**src/rtl/fb_branch_resolve_pkg.sv**
```systemverilog
// Firebird branch resolution: shared types and constants.
// Imported by the condition unit, the handshake interface and the resolver.
package fb_branch_resolve_pkg;

  localparam int FB_XLEN = 32;
  typedef logic [FB_XLEN-1:0] word_t;

  localparam logic [2:0] FB_BEQ  = 3'b000;
  localparam logic [2:0] FB_BNE  = 3'b001;
  localparam logic [2:0] FB_BLT  = 3'b100;
  localparam logic [2:0] FB_BGE  = 3'b101;
  localparam logic [2:0] FB_BLTU = 3'b110;
  localparam logic [2:0] FB_BGEU = 3'b111;

  localparam int FB_NF = 3;
  localparam int FB_ZF = 2;
  localparam int FB_CF = 1;
  localparam int FB_VF = 0;

  typedef enum logic {
    S_IDLE     = 1'b0,
    S_REDIRECT = 1'b1
  } state_e;

endpackage

```
**src/rtl/fb_branch_resolve_if.sv**
```systemverilog
// Branch offer and fetch redirect handshakes.
// master: pipeline/fetch side, slave: branch resolver.
interface fb_branch_resolve_if;
  import fb_branch_resolve_pkg::*;

  logic       br_valid;
  logic       br_ready;
  logic [2:0] br_funct3;
  word_t      br_pc;
  word_t      br_imm;
  logic       br_pred_taken;
  logic       redirect_valid;
  logic       redirect_ready;
  word_t      redirect_pc;

  modport master (
    output br_valid, br_funct3, br_pc,
    output br_imm, br_pred_taken,
    output redirect_ready,
    input  br_ready, redirect_valid,
    input  redirect_pc
  );

  modport slave (
    input  br_valid, br_funct3, br_pc,
    input  br_imm, br_pred_taken,
    input  redirect_ready,
    output br_ready, redirect_valid,
    output redirect_pc
  );

endinterface

```
**src/rtl/fb_branch_cond.sv**
```systemverilog
// RV32I branch condition from {NF,ZF,CF,VF} of op1 - op2.
// Purely combinational; also used by the trace unit.
module fb_branch_cond
  import fb_branch_resolve_pkg::*;
(
  input  logic [2:0] funct3,
  input  logic [3:0] flags,
  output logic       taken,
  output logic       illegal
);

  logic lt;
  assign lt = flags[FB_NF] ^ flags[FB_VF];

  always_comb begin
    taken   = 1'b0;
    illegal = 1'b0;
    unique case (1'b1)
      funct3 == FB_BEQ:  taken = flags[FB_ZF];
      funct3 == FB_BNE:  taken = !flags[FB_ZF];
      funct3 == FB_BLT:  taken = lt;
      funct3 == FB_BGE:  taken = !lt;
      funct3 == FB_BLTU: taken = !flags[FB_CF];
      funct3 == FB_BGEU: taken = flags[FB_CF];
      default:           illegal = 1'b1;
    endcase
  end

endmodule

```
**src/rtl/fb_branch_resolve.sv**
```systemverilog
// EX/MEM branch resolver: flag latch, outcome, target,
// held fetch redirect and saturating mispredict count.
module fb_branch_resolve
  import fb_branch_resolve_pkg::*;
#(
  parameter int CNT_W = 16
) (
  input  logic             clk,
  input  logic             rst_n,
  input  logic [3:0]       flag_in,
  input  logic             flag_we,
  input  logic             kill,
  fb_branch_resolve_if.slave bus,
  output logic             res_valid,
  output logic             res_taken,
  output logic             res_illegal,
  output logic             res_misalign,
  output logic [3:0]       flags_q,
  output logic [CNT_W-1:0] mispredict_cnt
);

  state_e     state;
  logic [3:0] flags_eff;
  logic       taken;
  logic       illegal;
  logic       misalign;
  logic       mispredict;
  logic       accept;
  word_t      target;

  assign flags_eff = flag_we ? flag_in : flags_q;

  fb_branch_cond u_cond (
    .funct3  (bus.br_funct3),
    .flags   (flags_eff),
    .taken   (taken),
    .illegal (illegal)
  );

  assign target = taken ? bus.br_pc + bus.br_imm
                        : bus.br_pc + 32'd4;
  assign misalign = taken && target[1];
  assign mispredict = (taken != bus.br_pred_taken)
                      && !illegal && !misalign;

  assign bus.br_ready = (state == S_IDLE);
  assign accept = bus.br_valid && bus.br_ready && !kill;

  always_ff @(posedge clk or negedge rst_n) begin
    if (!rst_n) begin
      flags_q <= '0;
    end else if (flag_we) begin
      flags_q <= flag_in;
    end
  end

  always_ff @(posedge clk or negedge rst_n) begin
    if (!rst_n) begin
      state              <= S_IDLE;
      res_valid          <= 1'b0;
      res_taken          <= 1'b0;
      res_illegal        <= 1'b0;
      res_misalign       <= 1'b0;
      bus.redirect_valid <= 1'b0;
      bus.redirect_pc    <= '0;
      mispredict_cnt     <= '0;
    end else begin
      res_valid    <= 1'b0;
      res_taken    <= 1'b0;
      res_illegal  <= 1'b0;
      res_misalign <= 1'b0;
      if (kill) begin
        state              <= S_IDLE;
        bus.redirect_valid <= 1'b0;
      end else begin
        unique case (state)
          S_IDLE: begin
            if (accept) begin
              res_valid    <= 1'b1;
              res_taken    <= taken;
              res_illegal  <= illegal;
              res_misalign <= misalign;
              if (mispredict) begin
                state              <= S_REDIRECT;
                bus.redirect_valid <= 1'b1;
                bus.redirect_pc    <= target;
                if (mispredict_cnt != '1)
                  mispredict_cnt <= mispredict_cnt + CNT_W'(1);
              end
            end
          end
          S_REDIRECT: begin
            if (bus.redirect_ready) begin
              state              <= S_IDLE;
              bus.redirect_valid <= 1'b0;
            end
          end
          default: state <= S_IDLE;
        endcase
      end
    end
  end

endmodule

```
**src/flat_wrapper.sv**
```systemverilog
// flat-port wrapper written by rule: the top's interface ports become plain ports
module fb_branch_resolve_flat import fb_branch_resolve_pkg::*;
#(
  parameter int CNT_W = 16
)
  (clk, rst_n, flag_in, flag_we, kill, res_valid, res_taken, res_illegal, res_misalign, flags_q, mispredict_cnt, bus_br_valid, bus_br_funct3, bus_br_pc, bus_br_imm, bus_br_pred_taken, bus_redirect_ready, bus_br_ready, bus_redirect_valid, bus_redirect_pc);
  fb_branch_resolve_if bus_i ();
  input  logic clk;
  input  logic rst_n;
  input  logic [3:0] flag_in;
  input  logic flag_we;
  input  logic kill;
  output logic res_valid;
  output logic res_taken;
  output logic res_illegal;
  output logic res_misalign;
  output logic [3:0] flags_q;
  output logic [CNT_W-1:0] mispredict_cnt;
  input wire logic [$bits(bus_i.br_valid)-1:0] bus_br_valid;
  input wire logic [$bits(bus_i.br_funct3)-1:0] bus_br_funct3;
  input wire logic [$bits(bus_i.br_pc)-1:0] bus_br_pc;
  input wire logic [$bits(bus_i.br_imm)-1:0] bus_br_imm;
  input wire logic [$bits(bus_i.br_pred_taken)-1:0] bus_br_pred_taken;
  input wire logic [$bits(bus_i.redirect_ready)-1:0] bus_redirect_ready;
  output wire logic [$bits(bus_i.br_ready)-1:0] bus_br_ready;
  output wire logic [$bits(bus_i.redirect_valid)-1:0] bus_redirect_valid;
  output wire logic [$bits(bus_i.redirect_pc)-1:0] bus_redirect_pc;
  assign bus_i.br_valid = bus_br_valid;
  assign bus_i.br_funct3 = bus_br_funct3;
  assign bus_i.br_pc = bus_br_pc;
  assign bus_i.br_imm = bus_br_imm;
  assign bus_i.br_pred_taken = bus_br_pred_taken;
  assign bus_i.redirect_ready = bus_redirect_ready;
  assign bus_br_ready = bus_i.br_ready;
  assign bus_redirect_valid = bus_i.redirect_valid;
  assign bus_redirect_pc = bus_i.redirect_pc;
  fb_branch_resolve #(.CNT_W(CNT_W)) u_core (.clk(clk), .rst_n(rst_n), .flag_in(flag_in), .flag_we(flag_we), .kill(kill), .bus(bus_i), .res_valid(res_valid), .res_taken(res_taken), .res_illegal(res_illegal), .res_misalign(res_misalign), .flags_q(flags_q), .mispredict_cnt(mispredict_cnt));
endmodule
```
**config.mk**
```make
export PLATFORM = sky130hd
export DESIGN_NAME = fb_branch_resolve_flat
export DESIGN_NICKNAME = d
export VERILOG_FILES = /design/src/rtl/fb_branch_resolve_pkg.sv /design/src/rtl/fb_branch_resolve_if.sv /design/src/rtl/fb_branch_cond.sv /design/src/rtl/fb_branch_resolve.sv /design/src/flat_wrapper.sv
export SDC_FILE = /design/constraint.sdc
export NUM_CORES = 1
export LEC_CHECK = 0
export ABC_CLOCK_PERIOD_IN_PS = 3900
export CORE_MARGIN = 8
export CORE_UTILIZATION = 40
export CTS_BUF_LIST = sky130_fd_sc_hd__clkbuf_8
export CTS_CLUSTER_DIAMETER = 200
export CTS_CLUSTER_SIZE = 28
export DETAILED_ROUTE_END_ITERATION = 8
export GPL_ROUTABILITY_DRIVEN = 0
export HOLD_SLACK_MARGIN = 0.02
export PLACE_DENSITY = 0.65
export SKIP_CTS_REPAIR_TIMING = 1
export SLEW_MARGIN = 20
export SYNTH_ARGS = -nofsm -noshare
export SYNTH_HDL_FRONTEND = slang
export SYNTH_HIERARCHICAL = 1
export SYNTH_SLANG_ARGS = --single-unit
```
**constraint.sdc**
```tcl
create_clock -name clk -period 3.9 [get_ports clk]
set_input_delay 0.78 -clock clk [delete_from_list [all_inputs] [get_ports clk]]
set_output_delay 0.78 -clock clk [all_outputs]
set_load 0.05 [all_outputs]
```
Word-level counts from Yosys, hierarchy flattened
Cells that the tools add are included.
{"block": "word_totals", "reg_bits": 58, "input_bits": 78, "output_inout_bits": 58, "word_cells": 66}
{"block": "classes", "addsub": 3, "eq_ne": 10, "mux": 26, "n_bitwise": 3, "reduce_logical": 15}
{"cell": "$add 32x3->32 const B", "n": 1}
{"cell": "$add 32x32->32", "n": 1}
{"cell": "$mux 32", "n": 1}
{"cell": "$mux 1", "n": 21}
{"cell": "$add 16x1->16 const B", "n": 1}
{"cell": "$ne 16x16->1 const B", "n": 1}
{"cell": "$eq 3x3->1 const B", "n": 4}
{"cell": "$ne 3x3->1 const B", "n": 3}
{"cell": "$pmux 1 s6", "n": 1}
{"cell": "$reduce_or 6->1", "n": 1}
{"cell": "$logic_and 1x1->1", "n": 5}
{"cell": "$logic_not 1->1", "n": 5}
{"cell": "$reduce_and 5->1", "n": 1}
{"cell": "$mux 4", "n": 1}
{"cell": "$pmux 1 s2", "n": 2}
{"cell": "$reduce_and 4->1", "n": 1}
{"cell": "$eq 3x1->1 const B", "n": 1}
{"cell": "$logic_not 3->1", "n": 1}
{"cell": "$reduce_and 3->1", "n": 1}
{"cell": "$not 1->1", "n": 2}
{"cell": "$ne 1x1->1", "n": 1}
{"cell": "$xor 1x1->1", "n": 1}

Depth between registers and ports, before layout
{"block": "logic_depth", "depth_word": 12, "mapped_depth": 13}

Modules after synthesis
Netlist, hierarchy kept.
{"mod": "fb_branch_resolve", "n_inst": 1, "cells_per_inst": 559, "area_each_um2": 4717.0, "seq_area_each_um2": 1451.4}
{"mod": "fb_branch_cond", "n_inst": 1, "cells_per_inst": 9, "area_each_um2": 65.1, "seq_area_each_um2": 0.0}

Least setup slack after synthesis
OpenSTA, ideal clock, no wires.
{"block": "synth_path", "kind": "input to register", "start": "input flag_we", "end": "register u_core.mispredict_cnt[15]", "arrival_ps": 3328, "required_ps": 3757, "slack_ps": 429, "path_stages": 13, "cell_sequence": "mux2_2 xor2_1 xnor2_1 o311ai_1 buf_4 nand2_2 or2_1 a211o_1 a41oi_2 and4_4 and3_4 nand4_1 xnor2_1"}
{"block": "synth_between", "elab_chain_len": 9, "word_cells_on_any_way": 13, "cone_classes": "eq/ne: 1; mux: 3; bitwise: 1; reduce/logical: 8"}
{"element": "from (decl)", "line": "flat_wrapper.sv:11", "source": "input logic flag_we;"}
{"element": "$mux 4 (*)"}
{"element": "$xor 1x1->1", "line": "fb_branch_cond.sv:13", "source": "assign lt = flags[FB_NF] ^ flags[FB_VF];"}
{"element": "$logic_not 1->1", "line": "fb_branch_cond.sv:22", "source": "funct3 == FB_BGE: taken = !lt;"}
{"element": "$pmux 1 s6 (*)", "line": "fb_branch_cond.sv:18", "source": "unique case (1'b1)"}
{"element": "via u_core.taken", "line": "fb_branch_resolve.sv:24", "source": "logic taken;"}
{"element": "$mux 32", "line": "fb_branch_resolve.sv:40", "source": "assign target = taken ? bus.br_pc + bus.br_imm"}
{"element": "$logic_and 1x1->1", "line": "fb_branch_resolve.sv:42", "source": "assign misalign = taken && target[1];"}
{"element": "$logic_not 1->1", "line": "fb_branch_resolve.sv:44", "source": "&& !illegal && !misalign;"}
{"element": "$logic_and 1x1->1 (*)", "line": "fb_branch_resolve.sv:44"}
{"element": "$reduce_and 5->1 (no line) (*)"}
{"element": "to (signal assigned)", "line": "fb_branch_resolve.sv:88", "source": "mispredict_cnt <= mispredict_cnt + CNT_W'(1);"}
{"element": "to (decl)", "line": "fb_branch_resolve.sv:19", "source": "output logic [CNT_W-1:0] mispredict_cnt"}
Mark *: on every way through the listed nets, which the timed path passes. The rest lies on a longest branch.
A chain may end at the register's enable or synchronous reset.

Final worst setup path
{"block": "layout_path", "start": "input flag_we", "end": "register u_core.bus.redirect_pc[30]"}
{"block": "layout_between", "elab_chain_len": 9, "word_cells_on_any_way": 13, "cone_classes": "eq/ne: 1; mux: 3; bitwise: 1; reduce/logical: 8"}
{"element": "$mux 4 (*)"}
{"element": "via u_core.flags_eff[3]", "line": "fb_branch_resolve.sv:23", "source": "logic [3:0] flags_eff;"}
{"element": "$xor 1x1->1 (*)", "line": "fb_branch_cond.sv:13"}
{"element": "$logic_not 1->1", "line": "fb_branch_cond.sv:22"}
{"element": "$pmux 1 s6 (*)", "line": "fb_branch_cond.sv:18"}
{"element": "via u_core.taken", "line": "fb_branch_resolve.sv:24"}
{"element": "$mux 32", "line": "fb_branch_resolve.sv:40"}
{"element": "$logic_and 1x1->1", "line": "fb_branch_resolve.sv:42"}
{"element": "$logic_not 1->1", "line": "fb_branch_resolve.sv:44"}
{"element": "$logic_and 1x1->1", "line": "fb_branch_resolve.sv:44"}
{"element": "$reduce_and 4->1 (no line)"}
{"element": "to (signal assigned)", "line": "fb_branch_resolve.sv:86", "source": "bus.redirect_pc <= target;"}
{"element": "to (decl)", "line": "fb_branch_resolve_if.sv:29", "source": "output redirect_pc"}
Marks and branches as above.

==> results.md <==
- The run finished with clean final reports.
- The clock-pin slew on the worst setup and hold paths is about 0.06 ns.
- The fill cell total of the finished layout is about 1100.
- The number of buffers and inverters on the critical path is 2.
- For this design the top-level I/O count stands at around 140.
- The longest clock path from root to sink contains 2 buffers.
- The maximum clock rate is between 0.2 and 0.3 GHz.
- Dividing the detail-routed via count by the number of cells gives 5.51.
- The final setup violation count is 0.
- The area added between synthesis and finish is 37.4%.
- In this run, synthesis inferred 0 flip-flops with an integrated enable.
- Row generation in the floorplan step produced 40 rows.
- The sequential power share is 0.289.
- The remaining max-slew budget at the tightest pin is 0.450.
- The share of the Yosys chip area taken by registers is 0.304.
- On the final layout, the worst hold slack is roughly 0.48 ns.
- The worst register-to-register path begins at u_core/flags_q[3].
- The share of total power dissipated in combinational logic is 0.532.
- The pin slew with the least headroom to its limit is slightly above 0.8 ns.
- The worst min-delay path class is reg -> reg.
- 0 antenna diodes ended up in the layout.
- The count of placed standard cells including taps is about 850.
- The internal power summed over all cells is ~1600 uW.
- Of the total power, the share spent switching nets is 0.455.
- The final route contains roughly 4800 vias.
- Counting flops and latches in the post-synthesis netlist gives between 50 and 60.
- The maximum vdd drop is approximately 190 uV.
- The number of pins exceeding their max-slew limit in the final report was 0.
- The critical path capture point type is a flop.
- The total clock sinks is 58.
- Measured along the x axis, the die boundary spans between 100 and 150 um.
- The number of distinct standard cells referenced by the synthesized netlist is 61.
- The hold-critical path depth is 2.
- In this run the worst path has a maximum fanout of 55.
- The worst hold path terminates at u_core/bus.redirect_pc[14].
- The H-tree was split into 3 levels.
- In the global route stage, overall resource usage came out at 0.187.
- Detailed placement ended at an HPWL of about 12 mm.
- The post-synthesis cell area is ~4800 sq um.
- The clock network fraction of total power is 0.179.
- The leakage power of the design is approximately 0.0028 uW.
- Of the cells placed in the final design, the portion with a size suffix greater than 1 is 0.0810.
- Clock skew on the completed layout was measured at 0.00458 ns.
- The final layout contains 824 nets.
- The maximum number of pins on one net before global-route repair is between 50 and 60.
- The count of unresolved DRC violations after routing is 0.
- The number of non-filler instances in the completed layout is between 800 and 900.
- The worst-skew pair later-pin latency is 0.34 ns.
- The endpoint of the most critical register-to-register path is u_core/bus.redirect_pc[30].
- Across all setup checks in the final design, the least slack found is about 0.33 ns.
- After detailed routing, the average wire length per cell comes to about 17 um.
- The post-detailed-route count of antenna-violating nets is 0.
- TritonCTS built the clock tree.
- The count of maximum capacitance violations is 0.
- In this design, the largest share of critical-path delay is due to buffers and inverters.
- The number of nets handed over by synthesis was between 600 and 700.
- After routing the design area is about 6600 sq um.
- After layout, the minimum clock period comes to between 3 and 4 ns.
- The iteration count of the initial detailed-routing pass is 5.
- The area inside the core boundary is 11900 sq um.
- Setup repair after global routing left no endpoint under its margin.
- The cell with the biggest individual delay on the critical path is clkdlybuf4s50_1.
- The startpoint type of the worst setup path is a primary input.
- Of the available clock period, the critical path in the final layout requires 0.915.
- After detailed placement, the total cell area comes to 6380 sq um.
- Yosys printed 6 warnings.
- The detailed router finished its first iteration with approximately 380 violations.
- The number of port buffers is about 140.
- The worst setup path is of the in -> reg kind.
- The required time at the endpoint of the critical path is 4.17 ns.
- The wire length of the first global-routing pass is between 20 and 25 mm.
- The die outline area is 15700 sq um.
- The start point of the worst hold path is u_core/bus.redirect_pc[14].
- The worst setup slack after placement is -0.00712 ns.
- The mean cell area of the mapped netlist is roughly 8.4 sq um.
- The number of global-route vias before repair is 4687.
- The share of flip-flops with an asynchronous set or reset after synthesis is 1.00.
- Walking the worst path, the cells encountered are clkdlybuf4s50_1 -> mux2_2 -> xor2_1 -> xnor2_1 -> o311ai_4 -> nand2_2 -> or2_1 -> a211o_1 -> buf_4 -> or3_1 -> mux2i_1 -> a221o_1.
- Data arrives at the worst endpoint at between 3 and 4 ns.
- For this configuration, the core starts out at a cell density of 0.403.
- The number of antenna violations at the first check in global routing came to 0.
- The net switching power of the design is 1370 uW.
- The prevailing post-synth register cell is dfrtp_1.
- The worst register-to-register path has a setup slack of 1.00 ns.
- The depth of the most critical reg-to-reg path is 11.
- The gate count of the mapped netlist is between 500 and 600.
- For this run, the slowest stage of the critical path takes ~0.52 ns.
- From bottom edge to top edge, the die measures approximately 130 um.
- The final layout contains routed wiring with a total length of 14.9 mm.
- The global-route congestion overflow total is 0.
- The final count of hold timing violations is 0.
- Power spread over the standard cell area amounts to roughly 460 nW/um^2.
- The clock root buffer is clkbuf_8.
- The total clock buffers created by CTS is 9.
[synth_stat cells, types with 7 or more instances]
cell / instances / area, sq um
a21oi_1: 56 / 280
a21o_1: 12 / 90.1
nand3_1: 24 / 120
xor2_1: 23 / 201
and3_1: 17 / 106
nand4_1: 14 / 87.6
a22oi_1: 9 / 67.6
xnor2_1: 40 / 350
nor3_1: 13 / 65.1
inv_1: 20 / 75.1
o21ai_1: 10 / 50.1
a31oi_1: 8 / 50.1
dfrtp_1: 58 / 1450
clkbuf_1: 14 / 52.6
nor2_1: 36 / 135
ha_1: 33 / 413
or3_1: 8 / 50.1
nand2_1: 54 / 203
mux2_2: 7 / 78.8
o21ai_0: 30 / 150
[how the worst max path moves through the flow]
stage          slack (ns)                    endpoint  depth (start not counted)    start
6_report             0.33  u_core/bus.redirect_pc[30]                         12  flag_we
5_1_grt              0.11  u_core/bus.redirect_pc[30]                         13  flag_we
4_1_cts              0.35  u_core/bus.redirect_pc[30]                         13  flag_we
3_5_place_dp       -0.007   u_core/mispredict_cnt[15]                         13  flag_we
3_3_place_gp         0.07   u_core/mispredict_cnt[15]                         13  flag_we
2_1_floorplan        0.43   u_core/mispredict_cnt[15]                         13  flag_we
[final cells by class]
type	instances	area, sq um	area share
flip-flops and latches	58	1450	0.221
clock buffers	10	138	0.0209
well taps	147	184	0.0280
multi-input cells	469	3190	0.485
repair buffers	153	1480	0.225
clock inverters	5	47.5	0.00724
inverters	21	78.8	0.0120
[stage by stage]
stage           util  setup TNS [ns]  total power [uW]
2_1_floorplan      -               0              1880
3_3_place_gp   0.538               0              2470
3_5_place_dp   0.538        -0.00712              2490
4_1_cts        0.554               0              3040
5_1_grt        0.554               0              3160
6_report       0.554               0              3010
[worst min-delay path, stage by stage (launching register included)]
cell and delay, ns:
dfrtp_1 0.34, nand2_1 0.05, o21ai_0 0.06
[kinds of logic (layout without fill, tap and decap cells)]
kind of cell / count (synthesis) / in the layout / synth area share
and+or+nand+nor: 192 / 192 / 0.201
AOI/OAI and AO/OA: 168 / 168 / 0.228
xor gates and xnor gates: 63 / 63 / 0.115
DFF: 58 / 58 / 0.304
buffers and inverters: 41 / 189 / 0.0343
adders and majority gates: 34 / 34 / 0.0905
muxes: 12 / 12 / 0.0270
[power groups by stage]
| stage | Clock [uW] | Combinational (uW) | Sequential, uW |
|---|---|---|---|
| after CTS | 553 | 1610 | 872 |
| after floorplan | 0 | 468 | 1410 |
| after detailed placement | 0 | 1600 | 881 |
| final | 540 | 1600 | 869 |
| after global routing | 570 | 1700 | 890 |
| after global placement | 0 | 1590 | 877 |
[cells in the final DEF, fill, tap and decap left out, types with 6 or more instances in the layout]
master,n
or3_1,8
clkdlybuf4s50_1,134
and3_1,17
nand2_1,54
a22oi_1,9
inv_1,22
o21bai_1,6
o21ai_1,10
xor2_1,23
nor2_1,36
a31oi_1,8
buf_4,18
a21oi_1,56
nor3_1,13
o21ai_0,30
nand3_1,24
ha_1,33
a21o_1,12
dfrtp_1,58
clkbuf_8,10
xnor2_1,40
mux2_2,7
nand4_1,14
[sequential cells by signal, summed over array words and instances, names as in the netlist]
name	cells
u_core/bus.redirect_pc	32
u_core/mispredict_cnt	16
u_core/flags_q	4
u_core/bus.redirect_valid	1
u_core/res_illegal	1
u_core/res_misalign	1
u_core/res_taken	1
u_core/res_valid	1
u_core/state	1
[layer usage]
metal,global-route usage,share of wire,vias to the layer above
li1,-,-,2355
met1,0.244,0.47,2242
met2,0.312,0.47,146
met3,0.0293,0.052,11
met4,0.0552,0.0080,0
met5,0,0,-
No activity file was read; power rests on OpenSTA's default activity.
